### src/rtl/clk_rst_sequencer.sv
// rtl/clk_rst_sequencer.sv - PLL reset, lock qualification and staged domain reset release
module clk_rst_sequencer #(
  parameter int RST_PULSE_CYC    = 16,
  parameter int LOCK_TIMEOUT_CYC = 65536,
  parameter int LOCK_STABLE_CYC  = 1024,
  parameter int STAGE_GAP_CYC    = 64,
  parameter int NUM_DOMAINS      = 3,
  parameter int MAX_RETRY        = 3
) (
  input  logic                             clk,
  input  logic                             nRST,
  input  logic                             locked_in,
  input  logic                             soft_rst_req,
  input  logic                             clear_fault,
  output logic                             pll_reset,
  output logic [NUM_DOMAINS-1:0]           domain_rst_n,
  output logic                             sys_ready,
  output logic                             fault,
  output logic [$clog2(MAX_RETRY+1)-1:0]   retry_cnt,
  output logic [7:0]                       lock_loss_cnt,
  output logic [2:0]                       state
);

  localparam int MAX_A   = (LOCK_TIMEOUT_CYC > LOCK_STABLE_CYC) ? LOCK_TIMEOUT_CYC : LOCK_STABLE_CYC;
  localparam int MAX_B   = (RST_PULSE_CYC > STAGE_GAP_CYC) ? RST_PULSE_CYC : STAGE_GAP_CYC;
  localparam int CNT_MAX = (MAX_A > MAX_B) ? MAX_A : MAX_B;
  localparam int CNT_W   = (CNT_MAX > 1) ? $clog2(CNT_MAX) : 1;
  localparam int IDX_W   = (NUM_DOMAINS > 1) ? $clog2(NUM_DOMAINS) : 1;
  localparam int RETRY_W = $clog2(MAX_RETRY + 1);

  // Terminal counts: the counter runs 0..N-1, so each phase lasts exactly N cycles
  localparam logic [CNT_W-1:0]   RST_LAST     = CNT_W'(RST_PULSE_CYC - 1);
  localparam logic [CNT_W-1:0]   TIMEOUT_LAST = CNT_W'(LOCK_TIMEOUT_CYC - 1);
  localparam logic [CNT_W-1:0]   STABLE_LAST  = CNT_W'(LOCK_STABLE_CYC - 1);
  localparam logic [CNT_W-1:0]   GAP_LAST     = CNT_W'(STAGE_GAP_CYC - 1);
  localparam logic [IDX_W-1:0]   IDX_LAST     = IDX_W'(NUM_DOMAINS - 1);
  localparam logic [RETRY_W-1:0] RETRY_MAX    = RETRY_W'(MAX_RETRY);

  typedef enum logic [2:0] {
    ST_PLL_RST   = 3'd0,
    ST_WAIT_LOCK = 3'd1,
    ST_STABLE    = 3'd2,
    ST_RELEASE   = 3'd3,
    ST_RUN       = 3'd4,
    ST_FAULT     = 3'd5
  } state_e;

  logic                   lock_meta_q;
  logic                   locked_s_q;

  state_e                 state_q, state_d;
  logic [CNT_W-1:0]       cnt_q, cnt_d;
  logic [IDX_W-1:0]       idx_q, idx_d;
  logic                   pll_reset_q, pll_reset_d;
  logic [NUM_DOMAINS-1:0] domain_rst_n_q, domain_rst_n_d;
  logic                   sys_ready_q, sys_ready_d;
  logic                   fault_q, fault_d;
  logic [RETRY_W-1:0]     retry_q, retry_d;
  logic [7:0]             lock_loss_q, lock_loss_d;
  logic                   lock_lost;

  // Two-flop synchronizer for the asynchronous PLL lock indication
  always_ff @(posedge clk or negedge nRST) begin
    if (!nRST) begin
      lock_meta_q <= 1'b0;
      locked_s_q  <= 1'b0;
    end else begin
      lock_meta_q <= locked_in;
      locked_s_q  <= lock_meta_q;
    end
  end

  // Next-state, shared counter and output computation; outputs follow the next state
  always_comb begin
    state_d        = state_q;
    cnt_d          = cnt_q + CNT_W'(1);
    idx_d          = idx_q;
    domain_rst_n_d = domain_rst_n_q;
    retry_d        = retry_q;
    lock_loss_d    = lock_loss_q;
    lock_lost      = !locked_s_q && ((state_q == ST_RELEASE) || (state_q == ST_RUN));

    if (state_q == ST_FAULT) begin
      // Parked with the PLL held in reset until software intervenes
      cnt_d          = '0;
      domain_rst_n_d = '0;
      if (clear_fault || soft_rst_req) begin
        state_d = ST_PLL_RST;
        retry_d = '0;
      end
    end else if (soft_rst_req) begin
      // Software re-sequence wins over everything, including a coincident lock loss
      state_d        = ST_PLL_RST;
      cnt_d          = '0;
      retry_d        = '0;
      domain_rst_n_d = '0;
    end else if (lock_lost) begin
      state_d        = ST_PLL_RST;
      cnt_d          = '0;
      domain_rst_n_d = '0;
      if (lock_loss_q != 8'hFF) begin
        lock_loss_d = lock_loss_q + 8'd1;
      end
    end else begin
      case (state_q)
        ST_PLL_RST: begin
          if (cnt_q == RST_LAST) begin
            state_d = ST_WAIT_LOCK;
            cnt_d   = '0;
          end
        end
        ST_WAIT_LOCK: begin
          if (locked_s_q) begin
            state_d = ST_STABLE;
            cnt_d   = '0;
          end else if (cnt_q == TIMEOUT_LAST) begin
            cnt_d = '0;
            if (retry_q == RETRY_MAX) begin
              state_d = ST_FAULT;
            end else begin
              retry_d = retry_q + RETRY_W'(1);
              state_d = ST_PLL_RST;
            end
          end
        end
        ST_STABLE: begin
          // Any drop restarts qualification; this is not a timeout, so retries stay as-is
          if (!locked_s_q) begin
            state_d = ST_WAIT_LOCK;
            cnt_d   = '0;
          end else if (cnt_q == STABLE_LAST) begin
            state_d = ST_RELEASE;
            cnt_d   = '0;
            idx_d   = '0;
          end
        end
        ST_RELEASE: begin
          if (cnt_q == GAP_LAST) begin
            cnt_d                 = '0;
            domain_rst_n_d[idx_q] = 1'b1;
            idx_d                 = idx_q + IDX_W'(1);
            if (idx_q == IDX_LAST) begin
              state_d = ST_RUN;
              retry_d = '0;
            end
          end
        end
        ST_RUN: begin
          cnt_d = '0;
        end
        default: begin
          state_d        = ST_PLL_RST;
          cnt_d          = '0;
          domain_rst_n_d = '0;
        end
      endcase
    end

    pll_reset_d = (state_d == ST_PLL_RST) || (state_d == ST_FAULT);
    sys_ready_d = (state_d == ST_RUN);
    fault_d     = (state_d == ST_FAULT);
  end

  // Sequencer state and registered outputs
  always_ff @(posedge clk or negedge nRST) begin
    if (!nRST) begin
      state_q        <= ST_PLL_RST;
      cnt_q          <= '0;
      idx_q          <= '0;
      pll_reset_q    <= 1'b1;
      domain_rst_n_q <= '0;
      sys_ready_q    <= 1'b0;
      fault_q        <= 1'b0;
      retry_q        <= '0;
      lock_loss_q    <= '0;
    end else begin
      state_q        <= state_d;
      cnt_q          <= cnt_d;
      idx_q          <= idx_d;
      pll_reset_q    <= pll_reset_d;
      domain_rst_n_q <= domain_rst_n_d;
      sys_ready_q    <= sys_ready_d;
      fault_q        <= fault_d;
      retry_q        <= retry_d;
      lock_loss_q    <= lock_loss_d;
    end
  end

  assign pll_reset     = pll_reset_q;
  assign domain_rst_n  = domain_rst_n_q;
  assign sys_ready     = sys_ready_q;
  assign fault         = fault_q;
  assign retry_cnt     = retry_q;
  assign lock_loss_cnt = lock_loss_q;
  assign state         = state_q;

endmodule

### config.mk
export PLATFORM = sky130hd
export DESIGN_NAME = clk_rst_sequencer
export DESIGN_NICKNAME = d
export VERILOG_FILES = /design/src/rtl/clk_rst_sequencer.sv
export SDC_FILE = /design/constraint.sdc
export NUM_CORES = 1
export LEC_CHECK = 0
export CELL_PAD_IN_SITES_DETAIL_PLACEMENT = 0
export CELL_PAD_IN_SITES_GLOBAL_PLACEMENT = 1
export CORE_MARGIN = 2
export CORE_UTILIZATION = 47
export CTS_CLUSTER_SIZE = 24
export DETAILED_ROUTE_END_ITERATION = 16
export HOLD_SLACK_MARGIN = 0.03
export PLACE_DENSITY_LB_ADDON = 0.2
export SLEW_MARGIN = 20
export SYNTH_ARGS = -nofsm -noshare
export SYNTH_HDL_FRONTEND = slang
export SYNTH_SLANG_ARGS = --single-unit
### constraint.sdc
create_clock -name clk -period 5.2 [get_ports clk]
set_clock_uncertainty 0.1 [all_clocks]
set_input_delay 0.78 -clock clk [delete_from_list [all_inputs] [get_ports clk]]
set_output_delay 0.78 -clock clk [all_outputs]
set_load 0.005 [all_outputs]
==> out/summary.txt <==
Post-Syn Nets = 227
Slowest cell delay on critical path = 680 ps
Worst setup EP type = output pin
Yosys warnings = 0
Cell taking the most area after synthesis = dfrtp_1
Final #Nets = 248
Reg2Reg Depth = 7
Mux contribution to synthesized area = 1.94%
Synth-to-layout area growth = 14.5%
Slew HR = 44.5%
Primary FF master, synth = dfrtp_1
Worst Path Arrival = 1570 ps
Synth Instances = 216
Count of cell types in the netlist = 49
Initial Utilization = 48.8%
IO buf count = 23
Status = completed
DPL Wire Length = 3100 um
Layout fillers = 391
Hold Vio Cnt, Final = 0
Tightest Pin Transition = 833 ps
Wire length per cell = 14.9 um
H-tree depth = 2
Site Rows = 24
Hold Buf Count CTS = 0
Final setup violation count = 0
Drt via density = 5.52
First drt pass iteration count = 4
Total gr overflow = 0
I/O pins = 24
Die W = 71.2 um
Async SR Flop Fraction = 100%
Max cap viols = 0
Die height = 71.2 um
Share of cells above drive strength 1 = 7.98%
Largest family of logic cells by synthesized area = simple AND/OR/NAND/NOR gates
Clock root buffer = clkbuf_8
Largest net degree at the start of global routing = 40
Crit-path cells = clkdlybuf4s50_1
1st-iter DRT viols = 93
CTS buffer count = 5
Drc violations = 0
Antenna viol nets, final = 0
Clock net sink count = 39
Seq/Total Area, Yosys = 46.0%
Clk buf depth = 2
Final Max Tran Viols = 0
Simple-Gate Fraction of Synth Area = 23.3%
RSZ-0062 raised after global routing = false
Seq cells post-synth = 39
Levels on crit path = 1
Fin cells = 290
LEAKAGE = 1.08 nW
Die area = 0.00507 mm2
Clock transition at the registers of the reported paths = 80 ps
Setup_tns = 0 ps
Crit path buf inv count = 1
Post-synth EDFFs = 0
Placed Instances = 282
Worst min-delay path class = flop to flop
Maximum vdd drop = 0.132 mV
Vias in the first global route = 1,631
Post-CTS Resized = 0
Critical Path RT = 4320 ps
Commonest cells post-synth = 38 x dfrtp_1, 33 x nor2_1, 17 x nand2_1
RR Endpoint = retry_cnt[0]
Post-synthesis adder-cell area fraction = 3.54%
Cell with the most instances after synthesis = dfrtp_1
CP top delay family = flip-flops
Origin of the critical flop-to-flop path = cnt_q[0]
Mean area per synthesized cell = 9.83 um2
Worst-skew pair later-pin latency = 290 ps
GP Congestion = 0.891
Crit path max-delay cell type = dfrtp_1
FF/Latch Area = 977 um2
Worst Setup SP = state[2]
Crit Path Max Fanout = 18
F_max = 408 MHz
Detailed Route WL = 4310 um
CTS tree = yes
Multi-input gate area = 0.00104 mm2
GRT Resource Usage Total = 18.6%
Compound-Gate Fraction of Synth Area = 11.5%
Worst setup SP type = flop
P per Cell Area = 221 mW/mm2
CP Capture Point = state[2]
XOR/XNOR Fraction of Synth Area = 8.66%
Core area = 0.00435 mm2
DR vias = 1,601
Mapped cell area = 0.00212 mm2
Flop2flop setup slack = 2750 ps
Post-CTS setup buffer count = 0
Diode count = 0
Global-route wire length before repair = 7470 um
Fin crit share = 47.1%
Crit Path Class = flop to output pin
Top post-synthesis cells by area = dfrtp_1 45%, nor2_1 5.8%, xnor2_1 4.5%
Initial antenna violation count = 0
Tmin final = 2450 ps
Yosys top cell area share = 44.8%
placed cells by master (no fill, tap or decap), types with 2 or more instances in the layout:
master            n
dfrtp_1          38
nor2_1           33
clkdlybuf4s50_1  22
nand2_1          17
nand3_1          12
xnor2_1          11
xor2_1           10
inv_1             9
nand4_1           7
o21ai_0           7
nor3_1            6
ha_1              6
clkbuf_8          5
nor4_1            4
and3_1            4
a21oi_1           4
nor2b_1           3
mux2i_1           3
a22o_1            3
nand2b_1          2
a32o_1            2
how the worst min path moves through the flow:
stage / slack, ps / cells after the start / endpoint / start
3_5_place_dp: 240 / 0 / locked_s_q / lock_meta_q
2_1_floorplan: 230 / 0 / locked_s_q / lock_meta_q
4_1_cts: 260 / 0 / locked_s_q / lock_meta_q
5_1_grt: 280 / 0 / locked_s_q / lock_meta_q
6_report: 260 / 0 / locked_s_q / lock_meta_q
3_3_place_gp: 230 / 0 / locked_s_q / lock_meta_q
flip-flops by register name (all words and copies together), names as in the netlist:
name,flops
cnt_q,16
domain_rst_n,3
fault,1
idx_q,2
lock_loss_cnt,8
lock_meta_q,1
locked_s_q,1
pll_reset,1
retry_cnt,2
state,3
sys_ready,1
where the power goes:
| group | total (mW) | leakage [nW] | internal [mW] | switching (mW) |
|---|---|---|---|---|
| clock network | 0.201 | 0.0452 | 0.0947 | 0.107 |
| logic | 0.0225 | 0.517 | 0.00850 | 0.0140 |
| registers | 0.312 | 0.522 | 0.307 | 0.00523 |
| total | 0.536 | 1.08 | 0.410 | 0.126 |
through the flow:
stage	utilization [%]	hold WS, ps	total power, mW	instance area [um2]	setup WS [ps]
2_1_floorplan	-	231	0.329	2120	3160
3_5_place_dp	53.9	242	0.341	2340	2460
6_report	55.8	257	0.536	2430	2750
4_1_cts	55.8	260	0.544	2430	2730
3_3_place_gp	53.9	234	0.340	2340	2600
5_1_grt	55.8	277	0.561	2430	2420
metal layers:
metal / GRT usage, % / vias up / share of wire [%]
met5: 0 / - / 0
met1: 24.1 / 779 / 47
met3: 4.22 / 4 / 3.3
li1: - / 787 / -
met4: 6.29 / 0 / 0.67
met2: 30.9 / 31 / 49
cells by family (layout without fill, tap and decap cells):
group,Yosys count,after routing
AND/OR/NAND/NOR,97,97
flip-flops,39,39
AO/OA/AOI/OAI,30,30
XOR/XNOR,21,21
buffers and inverters,19,41
adder cells (fa/ha/maj),6,6
multiplexers,4,4
cell type report:
class                      count  area share, %
tap                           52           2.68
clock inverter                 2          0.566
inverter                      10           1.54
clock buffer                   6           2.99
sequential                    39           40.2
multi-input combinational    158           42.8
timing repair buffer          23           9.26
Power figures use the tool's default switching activity.
